==> src/rtl/cp0_pkg.sv <==
// Shared CP0 constants: register numbers, exception codes and vector addresses.
package cp0_pkg;

    localparam logic [4:0] CP0_BADVADDR = 5'd8;
    localparam logic [4:0] CP0_COUNT    = 5'd9;
    localparam logic [4:0] CP0_COMPARE  = 5'd11;
    localparam logic [4:0] CP0_STATUS   = 5'd12;
    localparam logic [4:0] CP0_CAUSE    = 5'd13;
    localparam logic [4:0] CP0_EPC      = 5'd14;

    localparam logic [4:0] EXC_INT  = 5'd0;
    localparam logic [4:0] EXC_ADEL = 5'd4;
    localparam logic [4:0] EXC_ADES = 5'd5;
    localparam logic [4:0] EXC_SYS  = 5'd8;
    localparam logic [4:0] EXC_BP   = 5'd9;
    localparam logic [4:0] EXC_RI   = 5'd10;
    localparam logic [4:0] EXC_OV   = 5'd12;

    localparam logic [31:0] VEC_GENERAL = 32'hBFC0_0380;
    localparam logic [31:0] VEC_INT     = 32'hBFC0_0400;

    function automatic logic is_addr_exc(input logic [4:0] code);
        return (code == EXC_ADEL) || (code == EXC_ADES);
    endfunction

endpackage

==> src/rtl/cp0_timer.sv <==
// CP0 Count/Compare timer with clock prescaler and sticky timer-interrupt flag.
module cp0_timer
    import cp0_pkg::*;
#(
    parameter int COUNT_DIV = 2
) (
    input  logic        clk,
    input  logic        rst_p,
    input  logic        count_wen_i,
    input  logic        compare_wen_i,
    input  logic [31:0] wdata_i,
    output logic [31:0] count_o,
    output logic [31:0] compare_o,
    output logic        ti_o
);

    localparam int PW = (COUNT_DIV > 1) ? $clog2(COUNT_DIV) : 1;
    localparam logic [PW-1:0] PRESC_MAX = PW'(COUNT_DIV - 1);

    logic [PW-1:0] presc_q, presc_d;
    logic [31:0]   count_q, count_d;
    logic [31:0]   compare_q, compare_d;
    logic          ti_q, ti_d;

    always_comb begin
        presc_d   = presc_q;
        count_d   = count_q;
        compare_d = compare_q;
        ti_d      = ti_q;
        if (count_wen_i) begin
            count_d = wdata_i;
            presc_d = '0;
        end else if (presc_q == PRESC_MAX) begin
            count_d = count_q + 32'd1;
            presc_d = '0;
        end else begin
            presc_d = presc_q + 1'b1;
        end
        if (compare_wen_i) compare_d = wdata_i;
        if (count_q == compare_q) ti_d = 1'b1;
        // a Compare write acknowledges the interrupt even if the match persists
        if (compare_wen_i) ti_d = 1'b0;
    end

    always_ff @(posedge clk) begin
        if (rst_p) begin
            presc_q   <= '0;
            count_q   <= '0;
            compare_q <= '0;
            ti_q      <= 1'b0;
        end else begin
            presc_q   <= presc_d;
            count_q   <= count_d;
            compare_q <= compare_d;
            ti_q      <= ti_d;
        end
    end

    assign count_o   = count_q;
    assign compare_o = compare_q;
    assign ti_o      = ti_q;

endmodule

==> src/rtl/cp0_exc_unit.sv <==
// CP0 exception unit: Status/Cause/EPC/BadVAddr, interrupt detection and vectoring.
module cp0_exc_unit
    import cp0_pkg::*;
#(
    parameter int HW_INT_W   = 6,
    parameter int COUNT_DIV  = 2,
    parameter int INT_VEC_EN = 0
) (
    input  logic                clk,
    input  logic                rst_p,
    input  logic [HW_INT_W-1:0] hw_int,
    input  logic                ma_valid,
    input  logic                ma_leaving,
    input  logic [4:0]          ma_exccode,
    input  logic                ma_eret,
    input  logic                ma_bd,
    input  logic [31:0]         ma_pc,
    input  logic [31:0]         ma_badvaddr,
    input  logic                wb_enable,
    output logic                exception,
    output logic [31:0]         handler_entry,
    output logic [31:0]         epc_out,
    output logic                timer_int,
    input  logic [4:0]          cp0_raddr,
    output logic [31:0]         cp0_rdata,
    input  logic                cp0_wen,
    input  logic [4:0]          cp0_waddr,
    input  logic [31:0]         cp0_wdata
);

    logic [HW_INT_W-1:0] sync1_q, sync2_q;
    logic [7:0]  im_q;
    logic        exl_q, ie_q;
    logic        bd_q, iv_q;
    logic [1:0]  ipsw_q;
    logic [4:0]  exc_q;
    logic [31:0] epc_q, badvaddr_q;

    logic [31:0] count, compare;
    logic        ti;
    logic [5:0]  hw6;
    logic [7:0]  ip;
    logic        int_taken;
    logic        eret_ret;
    logic        mtc0_ok;

    assign hw6       = 6'(sync2_q);
    assign ip        = {hw6[5] | ti, hw6[4:0], ipsw_q};
    assign int_taken = ie_q && !exl_q && ((ip & im_q) != 8'd0);
    assign exception = wb_enable && ma_valid && (int_taken || (ma_exccode != 5'd0));
    assign eret_ret  = ma_eret && ma_leaving;
    // MTC0 loses to both an exception and a retiring ERET in the same cycle
    assign mtc0_ok   = cp0_wen && ma_leaving && !exception && !eret_ret;

    cp0_timer #(.COUNT_DIV(COUNT_DIV)) u_timer (
        .clk           (clk),
        .rst_p         (rst_p),
        .count_wen_i   (mtc0_ok && (cp0_waddr == CP0_COUNT)),
        .compare_wen_i (mtc0_ok && (cp0_waddr == CP0_COMPARE)),
        .wdata_i       (cp0_wdata),
        .count_o       (count),
        .compare_o     (compare),
        .ti_o          (ti)
    );

    always_ff @(posedge clk) begin
        if (rst_p) begin
            sync1_q    <= '0;
            sync2_q    <= '0;
            im_q       <= '0;
            exl_q      <= 1'b0;
            ie_q       <= 1'b0;
            bd_q       <= 1'b0;
            iv_q       <= 1'b0;
            ipsw_q     <= '0;
            exc_q      <= '0;
            epc_q      <= '0;
            badvaddr_q <= '0;
        end else begin
            sync1_q <= hw_int;
            sync2_q <= sync1_q;
            if (exception) begin
                if (!exl_q) begin
                    epc_q <= ma_bd ? (ma_pc - 32'd4) : ma_pc;
                    bd_q  <= ma_bd;
                end
                exl_q <= 1'b1;
                exc_q <= int_taken ? EXC_INT : ma_exccode;
                if (!int_taken && is_addr_exc(ma_exccode)) badvaddr_q <= ma_badvaddr;
            end else if (eret_ret) begin
                exl_q <= 1'b0;
            end else if (mtc0_ok) begin
                case (cp0_waddr)
                    CP0_STATUS: begin
                        im_q  <= cp0_wdata[15:8];
                        exl_q <= cp0_wdata[1];
                        ie_q  <= cp0_wdata[0];
                    end
                    CP0_CAUSE: begin
                        ipsw_q <= cp0_wdata[9:8];
                        if (INT_VEC_EN != 0) iv_q <= cp0_wdata[23];
                    end
                    CP0_EPC: epc_q <= cp0_wdata;
                    default: ;
                endcase
            end
        end
    end

    always_comb begin
        cp0_rdata = '0;
        case (cp0_raddr)
            CP0_BADVADDR: cp0_rdata = badvaddr_q;
            CP0_COUNT:    cp0_rdata = count;
            CP0_COMPARE:  cp0_rdata = compare;
            CP0_STATUS:   cp0_rdata = {9'd0, 1'b1, 6'd0, im_q, 6'd0, exl_q, ie_q};
            CP0_CAUSE:    cp0_rdata = {bd_q, ti, 6'd0, iv_q, 7'd0, ip, 1'b0, exc_q, 2'd0};
            CP0_EPC:      cp0_rdata = epc_q;
            default:      cp0_rdata = '0;
        endcase
    end

    assign handler_entry = ((INT_VEC_EN != 0) && iv_q && int_taken) ? VEC_INT : VEC_GENERAL;
    assign epc_out       = epc_q;
    assign timer_int     = ti;

endmodule

==> config.mk <==
export PLATFORM = sky130hd
export DESIGN_NAME = cp0_exc_unit
export DESIGN_NICKNAME = d
export VERILOG_FILES = /design/src/rtl/cp0_pkg.sv /design/src/rtl/cp0_timer.sv /design/src/rtl/cp0_exc_unit.sv
export SDC_FILE = /design/constraint.sdc
export NUM_CORES = 1
export LEC_CHECK = 0
export CAP_MARGIN = 30
export CORE_ASPECT_RATIO = 0.9
export CORE_MARGIN = 2
export CORE_UTILIZATION = 35
export DETAILED_ROUTE_END_ITERATION = 8
export GPL_TIMING_DRIVEN = 0
export SYNTH_ARGS = -nofsm -noshare
export SYNTH_HDL_FRONTEND = slang
export SYNTH_SLANG_ARGS = --single-unit
==> constraint.sdc <==
create_clock -name clk -period 5.1 [get_ports clk]
set_input_delay 1.02 -clock clk [delete_from_list [all_inputs] [get_ports clk]]
set_output_delay 1.02 -clock clk [all_outputs]
set_load 0.01 [all_outputs]
## Word level (Yosys, flattened, before mapping)

Cells that the tools add are included.

- Add/subtract/negate cells: 3
- Multiply operators: 0
- Div/mod/pow operators: 0
- $lt $le $gt $ge: 0
- Equal/unequal tests: 16
- Shift operators: 0
- Mux-type cells: 14
- Bitwise operators: 5
- Reduce and logical (&&, ||, !) cells: 32

Operators by type and width:

| operator | number |
|---|---|
| $mux W32 | 8 |
| $pmux W32 S6 | 1 |
| $eq A5 B4 Y1 const B | 11 |
| $add A32 B1 Y32 const B | 1 |
| $eq A32 B32 Y1 | 1 |
| $sub A32 B3 Y32 const B | 1 |
| $reduce_and A4 Y1 | 3 |
| $logic_and A1 B1 Y1 | 11 |
| $eq A5 B3 Y1 const B | 2 |
| $and A8 B8 Y8 | 1 |
| $reduce_bool A8 Y1 | 1 |
| $reduce_and A2 Y1 | 3 |
| $reduce_bool A2 Y1 | 3 |
| $reduce_bool A3 Y1 | 2 |
| $mux W5 | 1 |
| $reduce_bool A5 Y1 | 1 |
| $logic_not A1 Y1 | 4 |
| $mux W1 | 4 |
| $ne A2 B2 Y1 const B | 2 |
| $not A1 Y1 | 3 |
| $reduce_or A3 Y1 | 1 |
| $logic_or A1 B1 Y1 | 2 |
| $reduce_or A2 Y1 | 1 |
| $add A1 B1 Y1 const B | 1 |
| $or A1 B1 Y1 | 1 |

- Flip-flop bits (word level): 160
- Latch bits: 0
- Memory bits (writable): 0
- Bits in read-only memories: 0
- Output and inout bits: 98
- Word-level logic and storage cells: 84
- Memories kept: 0

## Depth between registers and ports, before layout

Gate-level depths: netlist of run 1.

- Depth after elaboration: 12
- Depth in mapped cells: 10
- Gate-level depth less buffers: 8

## Cells and area by module

Synthesis of run 1 repeated with hierarchy kept, for this count alone.

- Cells, all modules: 1,009
- Area, all modules: 8,784.7 µm²

By module, submodules not included:

| module | instances | cells an instance | area each (µm²) | seq. area each (µm²) |
|---|---|---|---|---|
| cp0_exc_unit | 1 | 635 | 5,465.2 | 1,881.8 |
| cp0_timer | 1 | 374 | 3,319.4 | 1,321.3 |

## Worst setup path before layout of run 1

OpenSTA, ideal clock, no wires.

- Kind: input to output
- From: input port cp0_raddr[4]
- To: output port cp0_rdata[15]
- Arrival: 2.435 ns
- Setup slack: 1.645 ns
- Stages on the path: 6
- Buffers on the path: 2
- Path through: or3b_2 -> clkbuf_1 -> nor3_1 -> clkbuf_1 -> a22oi_1 -> nand4_1

- Word-level cells in the longest chain between the ends: 2
- Elaborated cells between the ends (all ways): 7
- Classes of those cells: 6 x eq/ne; 1 x mux

Ends and longest elaborated chain:

| item | line | text |
|---|---|---|
| start: declaration | cp0_exc_unit.sv:24 | `input logic [4:0] cp0_raddr,` |
| $eq A5 B4 Y1 | cp0_exc_unit.sv:112 | `case (cp0_raddr)` |
| $pmux W32 S6 (*) | cp0_exc_unit.sv:112 |  |
| end: declaration | cp0_exc_unit.sv:25 | `output logic [31:0] cp0_rdata,` |

Every way passes the cells marked *; elsewhere a longest branch is shown, timed or not.

## Worst setup path after layout of run 1

- From: input port cp0_raddr[3]
- To: output port cp0_rdata[15]

Same word-level chain as after synthesis.

==> impl_summary.md, run 1 <==
Run status
The flow ran to the end, and the final reports show no timing, DRC or antenna violations.

Floorplanning
The floorplan step set the die height to 152.8 um. The floorplan has 54 rows. The die is 169.4 um wide. The floorplan die area is 0.02589 mm2.

The top-level I/O count is 223. The initial standard-cell utilization of the core is 35.62%. The region available for standard cell placement spans 0.02419 mm2.

Min path
The worst hold path begins at sync1_q[4]. The path class of the tightest hold or removal check is register to register. The worst hold path terminates at hw6[4]. Counting instances, the worst hold path has a depth of 1.

Power and ir drop
The standby leakage power is 3.981 nW. The proportion of total power due to net switching is 24.97%. The net switching component of the power is 0.7504 mW.

The internal cell power is 2.255 mW. The power per cell area is 258.9 mW/mm2. Overall power consumption after layout is estimated at 3.006 mW. Sequential cells burn 43.5% of the power. The combinational power share is 12.6%. The power share of the clock group is 43.9%. The worst-case IR drop observed on VDD is 0.1724 mV.

Layout
The number of nets in the layout is 1391. Leaving out fill and tap cells, the most frequent cell in the layout is sky130_fd_sc_hd__clkdlybuf4s50_1. At the end of the flow the core is filled with cells to 48.00%. In the final layout, flip-flops and latches occupy 0.003203 mm2. The library cells used most frequently in the layout, excluding fill and tap cells, are sky130_fd_sc_hd__clkdlybuf4s50_1 (189), sky130_fd_sc_hd__dfxtp_1 (160), sky130_fd_sc_hd__nand2_1 (150). From synthesis to final layout, the design area changed by 34.75%. The count of cells in the finished layout, fillers not included, comes to 1584.

The area occupied by multi-input gates is 0.004935 mm2. The ratio of cells with drive above 1 in the final layout is 9.647%. Fill cells in the final layout number 2415.

Global route
The first global-routing pass estimated 47.53 mm of wire. The total congestion overflow after global routing is 0. The initial antenna violation count was 1. Entering global routing, the biggest net connects 17 pins. The via count of the first global-routing pass came to 7821. Global routing consumed, over all layers together, 24.48% of the routing resources.

Synthesis
Synthesis instantiated 51 different standard cells from the library. Of the total synthesized cell area, the portion taken by AND, OR, NAND and NOR gates is 21.65%. In the synthesized netlist, the number of instances is 1026. In the synthesized netlist the dominant register cell turns out to be sky130_fd_sc_hd__dfxtp_1. The xor and xnor fraction of the mapped netlist area is 8.844%. A synthesized cell averages 8.397 um2.

The multiplexer area fraction after synthesis is 5.940%. The total of flip-flops plus latches after synthesis is 160. Yosys mapped a number of flops with a built-in enable equal to 0.

The synthesized netlist devotes 0.2904% of its cell area to adder and majority cells. The cell area after synthesis is 0.008616 mm2. The sequential element share of the synthesized area is 37.18%. The share of flip-flops with an asynchronous set or reset is 0%. Yosys printed 0 warnings. The synthesized netlist devotes 19.15% of its cell area to compound gates. By area, the combinational part of the netlist is dominated by simple AND/OR/NAND/NOR gates.

STA
The worst path in the final design needs a cycle of 4.953 ns, including I/O delays and setup. The number of pins with negative max-slew slack in the final report came to 0. The achievable frequency is 201.9 MHz. The number of setup violations in the final report is 0. The worst max-slew margin expressed relative to the limit is 22.63%. For the pin with the worst max-slew slack, the measured transition is 1.156 ns. The final setup TNS is 0 ns. Setup repair after global routing left no endpoint under its margin. The worst clock skew is 0.008980 ns.

The count of final hold-check violations is 0. Dividing the final minimum period by the clock period gives 97.12%.

Setup path
The depth of the most critical reg-to-reg path is 8. The required arrival time at the worst endpoint is 4.08 ns. The setup slack on the worst flop-to-flop path is 2.00 ns. Data on the critical path arrives at its endpoint at 3.93 ns.

On the critical path, the stage with the largest delay is an instance of sky130_fd_sc_hd__nor2_1. In this design, the stage delay of the slowest critical-path cell is 0.89 ns. The family with the most delay on the worst path is simple AND/OR/NAND/NOR gates. The worst reg2reg path startpoint is u_timer.ti_o. In this design, the critical path's most frequently occurring cell is sky130_fd_sc_hd__clkdlybuf4s50_1. Traced cell by cell, the critical path runs through clkdlybuf4s50_1 -> or3b_2 -> clkbuf_1 -> nor2_1 -> a22oi_1 -> nand4_1 -> clkdlybuf4s50_1. The kind of start point of the critical path is a primary input. The path type of the worst setup path is primary input to output pin. The highest fanout seen on the critical path is 10.

The kind of end point of the critical path is an output pin. Together, buffers and inverters on the worst path number 3. The endpoint of the most critical register-to-register path is epc_out[4].

Clock network
The number of buffers on the longest clock path is 2. CTS placed an instance of sky130_fd_sc_hd__clkbuf_16 at the clock tree root. The H-tree depth reported by CTS is 4. The CTS tree is built. The clock sink count is 160. After clock tree synthesis, the clock-pin slew on the worst setup and hold paths is 0.06 ns. The number of buffers inserted for hold repair after clock tree synthesis is 0. The number of buffers added by the clock tree synthesis step is 17.

The clock insertion delay at the later pin of the skew report is 0.44 ns.

Placed design
The number of buffers added on ports is 189. The weighted congestion reported at the end of routability-driven placement is 0.8981. Once placement completed, the tool counted placed cells totaling 1553.

The post-detailed-placement half-perimeter wirelength is 24.57 mm.

Detailed routing
The total length of routed wires is 32.57 mm. The pre-antenna-repair detailed-routing pass consisted of 6 iterations. After detailed routing, the number of vias per cell comes to 5.354. The DRC violation count after routing is 0. For this block, the initial DRC count from the detailed router was 893. The via count is 8481. The count of antenna-violating nets left after detailed routing is 0.

After detailed routing, the average wire length per cell comes to 20.56 um.

Run
Across the run, the number of max-cap violations was 0.
worst reg2reg max path, cell delays in order (launching register included):
cell and delay (ns):
sky130_fd_sc_hd__dfxtp_1 0.54, sky130_fd_sc_hd__o21ai_0 0.16, sky130_fd_sc_hd__and4_1 0.29, sky130_fd_sc_hd__a211o_1 0.32
sky130_fd_sc_hd__buf_4 0.17, sky130_fd_sc_hd__mux2i_1 0.60, sky130_fd_sc_hd__clkbuf_1 0.57, sky130_fd_sc_hd__o211ai_1 0.21
sky130_fd_sc_hd__a21oi_1 0.17
power groups by stage:
stage               logic, mW  clock network, mW  registers, mW
floorplan               0.152                  0           1.33
global placement        0.371                  0           1.33
detailed placement      0.373                  0           1.33
CTS                     0.374               1.33           1.31
global route            0.401               1.38           1.31
finish                  0.379               1.32           1.31
sequential cells by signal (all words and copies together), names as in the netlist, 2 cells and up:
signal / flops
sync1_q: 6
u_timer.compare_o: 32
exc_q: 5
u_timer.count_o: 32
epc_out: 32
im_q: 8
hw6: 6
badvaddr_q: 32
ipsw_q: 2
per-stage QoR:
step,cell area (um2),hold slack [ns],worst slack (ns)
finish,11610,0.4360,0.1469
global route,11610,0.4562,0.03210
CTS,11600,0.4383,0.01629
detailed placement,11010,0.4231,0.02918
global placement,11010,0.4204,0.05571
floorplan,8728,0.4138,1.645
cells by family (layout without fill, tap and decap cells):
logic type | after synthesis | after routing
AO/OA/AOI/OAI | 218 | 218
flip-flops | 160 | 160
multiplexers | 51 | 51
XOR/XNOR | 87 | 87
other | 2 | 33
AND/OR/NAND/NOR | 394 | 394
buffers and inverters | 112 | 331
adder cells (fa/ha/maj) | 2 | 2
how the worst max path moves through the flow:
stage,from,to,slack [ns],cells past startpoint
after floorplan,cp0_raddr[4],cp0_rdata[15],1.65,6
after global placement,ma_exccode[3],exception,0.06,9
after detailed placement,cp0_raddr[3],cp0_rdata[13],0.03,8
after CTS,cp0_raddr[3],cp0_rdata[10],0.02,8
after global routing,cp0_raddr[3],cp0_rdata[24],0.03,8
final,cp0_raddr[3],cp0_rdata[15],0.15,7
final cells by class:
class | count | share of cell area [%]
Timing Repair Buffer | 189 | 16.29
Clock inverter | 9 | 1.164
Clock buffer | 21 | 3.966
Sequential cell | 160 | 27.59
Multi-Input combinational cell | 784 | 42.50
Antenna cell | 1 | 0.02155
Tap cell | 308 | 3.319
Buffer | 106 | 4.947
Inverter | 6 | 0.1940
Yosys cell counts (4+ instances only):
library cell               number  area [um2]
sky130_fd_sc_hd__xnor2_1       57       499.2
sky130_fd_sc_hd__o21ai_0        9       45.04
sky130_fd_sc_hd__buf_2          7       35.03
sky130_fd_sc_hd__a211oi_2      32       400.4
sky130_fd_sc_hd__nor2_1       113       424.2
sky130_fd_sc_hd__o211ai_1      12       90.09
sky130_fd_sc_hd__buf_6          5       56.30
sky130_fd_sc_hd__nand2_1      150       563.0
sky130_fd_sc_hd__nor2b_1       16       100.1
sky130_fd_sc_hd__a22oi_1       68       510.5
sky130_fd_sc_hd__inv_1          5       18.77
sky130_fd_sc_hd__nor3_1        17       85.08
sky130_fd_sc_hd__mux2i_1       50       500.5
sky130_fd_sc_hd__nor4_1         6       37.54
sky130_fd_sc_hd__buf_4         33       247.7
sky130_fd_sc_hd__or3_1          7       43.79
sky130_fd_sc_hd__o22ai_1        8       50.05
sky130_fd_sc_hd__a21oi_1       63       315.3
sky130_fd_sc_hd__a211o_1        9       78.83
sky130_fd_sc_hd__clkbuf_1      60       225.2
sky130_fd_sc_hd__nand2b_1       5       31.28
sky130_fd_sc_hd__a222oi_1       9       90.09
sky130_fd_sc_hd__dfxtp_1      160        3203
sky130_fd_sc_hd__nand4b_1       4       35.03
sky130_fd_sc_hd__nand4_1       20       125.1
sky130_fd_sc_hd__and4_1         5       43.79
sky130_fd_sc_hd__xor2_1        30       262.8
sky130_fd_sc_hd__and3_1         8       50.05
sky130_fd_sc_hd__nand3_1       20       100.1
timing repair:
action | in CTS | in global routing
buffers inserted | 0 | 0
setup endpoints to repair | 0 | 22
gates resized for setup | 0 | 9
per-layer routing:
metal	GRT usage, %	vias to the layer above	part of all wire, %
met1	33.77	3957	44
met5	0	-	0
met3	7.095	46	10
met4	8.262	0	2.2
li1	-	4059	-
met2	36.54	419	43
No activity file was read; power rests on OpenSTA's default activity.
==> run 2: changes to the inputs <==
CORE_MARGIN = default   (was 2)
CTS_CLUSTER_DIAMETER = 30   (was default)
==> run 2 against run 1 <==
Compared with the run above:
- setup slack better by 0.066 ns
- first-iteration DRC count down 3.8%
- critical path depth up 1
- largest cell class unchanged
- largest power group unchanged
==> impl_summary.md, run 2 (same netlist as run 1, synthesis figures left out) <==
STA
The worst clock skew is 0.009692 ns. The achievable frequency is 204.6 MHz. The final setup TNS is 0 ns. The worst path needs 4.887 ns of the cycle, external delays included. In this run the tightest slew margin relative to its limit is 29.18%. After layout, the worst path uses 95.82% of the clock period.

The number of setup violations in the final report is 0. The number of pins with negative max-slew slack in the final report is 0. Setup repair after global routing left no endpoint under its margin. The measured slew at the worst slew-check pin is 1.058 ns.

The count of final hold-check violations is 0. The worst path meets setup with 0.2130 ns of slack.

Layout
The final instance area is 0.01166 mm2. The most common library cell in the layout ignoring fill and taps is sky130_fd_sc_hd__clkdlybuf4s50_1. The area growth from synthesis to layout is 35.38%. In the final layout, the share of cells above drive strength 1 is 9.945%.

The number of nets in the layout is 1391. Cells fill 48.22% of the core in the end. The number of antenna diodes is 0.

In the layout the commonest cells are sky130_fd_sc_hd__clkdlybuf4s50_1 (189), sky130_fd_sc_hd__dfxtp_1 (160), sky130_fd_sc_hd__nand2_1 (150). Fill cells in the final layout number 2376.

Setup path
The family with the most delay on the worst path is buffers and inverters. The number of cells on the worst reg-to-reg path is 8. The critical path's largest stage delay is 0.59 ns.

The data arrival time of the worst path is 3.87 ns. STA classifies the critical path startpoint as a primary input. Walking the worst path, the cells encountered are clkdlybuf4s50_1 -> or3b_2 -> clkbuf_1 -> nor2_1 -> clkbuf_1 -> a22oi_1 -> nand4_1 -> clkdlybuf4s50_1.

The kind of end point of the critical path is an output pin. The worst reg2reg path startpoint is u_timer.ti_o. The slowest cell on the critical path is sky130_fd_sc_hd__clkbuf_1.

The worst register-to-register path has a setup slack of 1.84 ns. The required arrival time at the worst endpoint is 4.08 ns. The worst path buffer plus inverter count is 4. The highest fanout seen on the critical path is 10. The path type of the worst setup path is primary input to output pin. The endpoint of the most critical register-to-register path is epc_out[15].

Floorplanning
The initialized floorplan defines 54 standard-cell rows. From left edge to right edge, the die measures 167.4 um. The core region is 0.02419 mm2. The height of the die is 150.8 um. The top-level I/O count is 223.

The die covers 0.02525 mm2. The initial standard-cell utilization of the core is 35.62%.

Detailed routing
The total length of routed wires is 32.17 mm. Once detail routing completed, the nets flagged for antenna violations numbered 0. The count of routing violations after the opening detailed-route iteration is 859.

The top metal layer carrying routed signals is met4. The detail-routed via count per cell is 5.362. The DRC violation count after routing is 0. The wire length per cell after detailed routing is 20.30 um. The wire length on met2 is 13.88 mm. The routed metal-1 wirelength is 14.53 mm. The final route contains 8499 vias.

The number of iterations in the first detailed-routing pass is 5. After detailed routing, the met3 layer carries 2.828 mm of wire.

Min path
Counting instances, the worst hold path has a depth of 1. The hold path startpoint is sync1_q[5]. The sink of the worst hold path is hw6[5]. The min-delay analysis places its worst path in the category register to register.

Global route
The via count of the first global-routing pass is 7742. Global routing used 25.23% of the available tracks. The total overflow left after global routing is 0.

Entering global routing, the biggest net connects 17 pins. The initial antenna violation count was 0. The global-route wire length before repair is 47.16 mm.

Clock network
Clock-pin slew was measured on the worst setup and hold paths at 0.07 ns. TritonCTS built the clock tree. The buffer type at the clock tree root is sky130_fd_sc_hd__clkbuf_16. The number of buffers inserted for hold repair after clock tree synthesis is 0. Clock latency on the worst-skew pair, taken at its later pin, is 0.43 ns. The number of buffers on the longest clock path is 2. The number of buffers added by the clock tree synthesis step is 17.

The H-tree depth reported by CTS is 4. Counting every sink on the clock net gives 160.

Power and ir drop
The power per cell area is 266.4 mW/mm2. After layout, the design draws a total of 3.107 mW. The standby leakage power is 4.013 nW. Across the VDD grid, the largest voltage drop is 0.1727 mV.

Run status
The flow ran to the end, and the final reports show no timing, DRC or antenna violations.

Run
The tool flagged a number of max-cap violations equal to 0.

Placed design
The weighted congestion reported at the end of routability-driven placement is 0.8962. The number of buffers added on ports is 189. The wire-length estimate of the detail-placed layout is 24.59 mm.

In this run the cell area measured after placement is 0.01101 mm2. The worst-case setup slack after placement is 0.02859 ns.
run 2: cell types whose count changed in the layout (fill, tap and decap cells not counted), sizes merged:
cell      before  now
bufinv         3    4
clkinv         3    1
clkinvlp       3    2
inv            6   12
diode          1    0
clkbuf        82   80
run 2: what timing repair did:
action,in CTS,in global routing
resized for setup,0,9
buffers inserted,0,0
endpoints found under the setup margin,0,20
run 2: report_power, final:
part | total, mW | switching, mW | internal [mW]
registers | 1.31 | 0.0284 | 1.28
logic | 0.378 | 0.192 | 0.186
clock network | 1.42 | 0.564 | 0.858
run 2: how the worst max path moves through the flow:
stage / slack [ns] / end / start / cells past startpoint
3_5_place_dp: 0.03 / cp0_rdata[10] / cp0_raddr[3] / 8
4_1_cts: 0.02 / cp0_rdata[10] / cp0_raddr[3] / 8
6_report: 0.21 / cp0_rdata[15] / cp0_raddr[3] / 8
2_1_floorplan: 1.65 / cp0_rdata[15] / cp0_raddr[4] / 6
5_1_grt: 0.1 / cp0_rdata[24] / cp0_raddr[3] / 8
3_3_place_gp: 0.05 / cp0_rdata[13] / cp0_raddr[3] / 8
run 2: per-stage QoR:
stage | hold slack, ns | cells
final | 0.4374 | 1585
after detailed placement | 0.4218 | 1553
after global placement | 0.4182 | 1553
after CTS | 0.4381 | 1585
after global routing | 0.4504 | 1585
after floorplan | 0.4138 | 1056
run 2: final cells by class:
type	count	area (um2)	area share, %
Buffer	106	574.3	4.924
Inverter	6	22.52	0.1931
Clock buffer	19	452.9	3.883
Clock inverter	13	198.9	1.706
Tap cell	308	385.4	3.304
Timing Repair Buffer	189	1892	16.22
Sequential cell	160	3203	27.46
Multi-Input combinational cell	784	4935	42.31
run 2: per-layer routing:
layer / GRT usage, % / vias to the layer above
li1: - / 4058
met1: 34.33 / 4014
met2: 38.31 / 375
met3: 6.454 / 52
met4: 9.541 / 0
met5: 0 / -
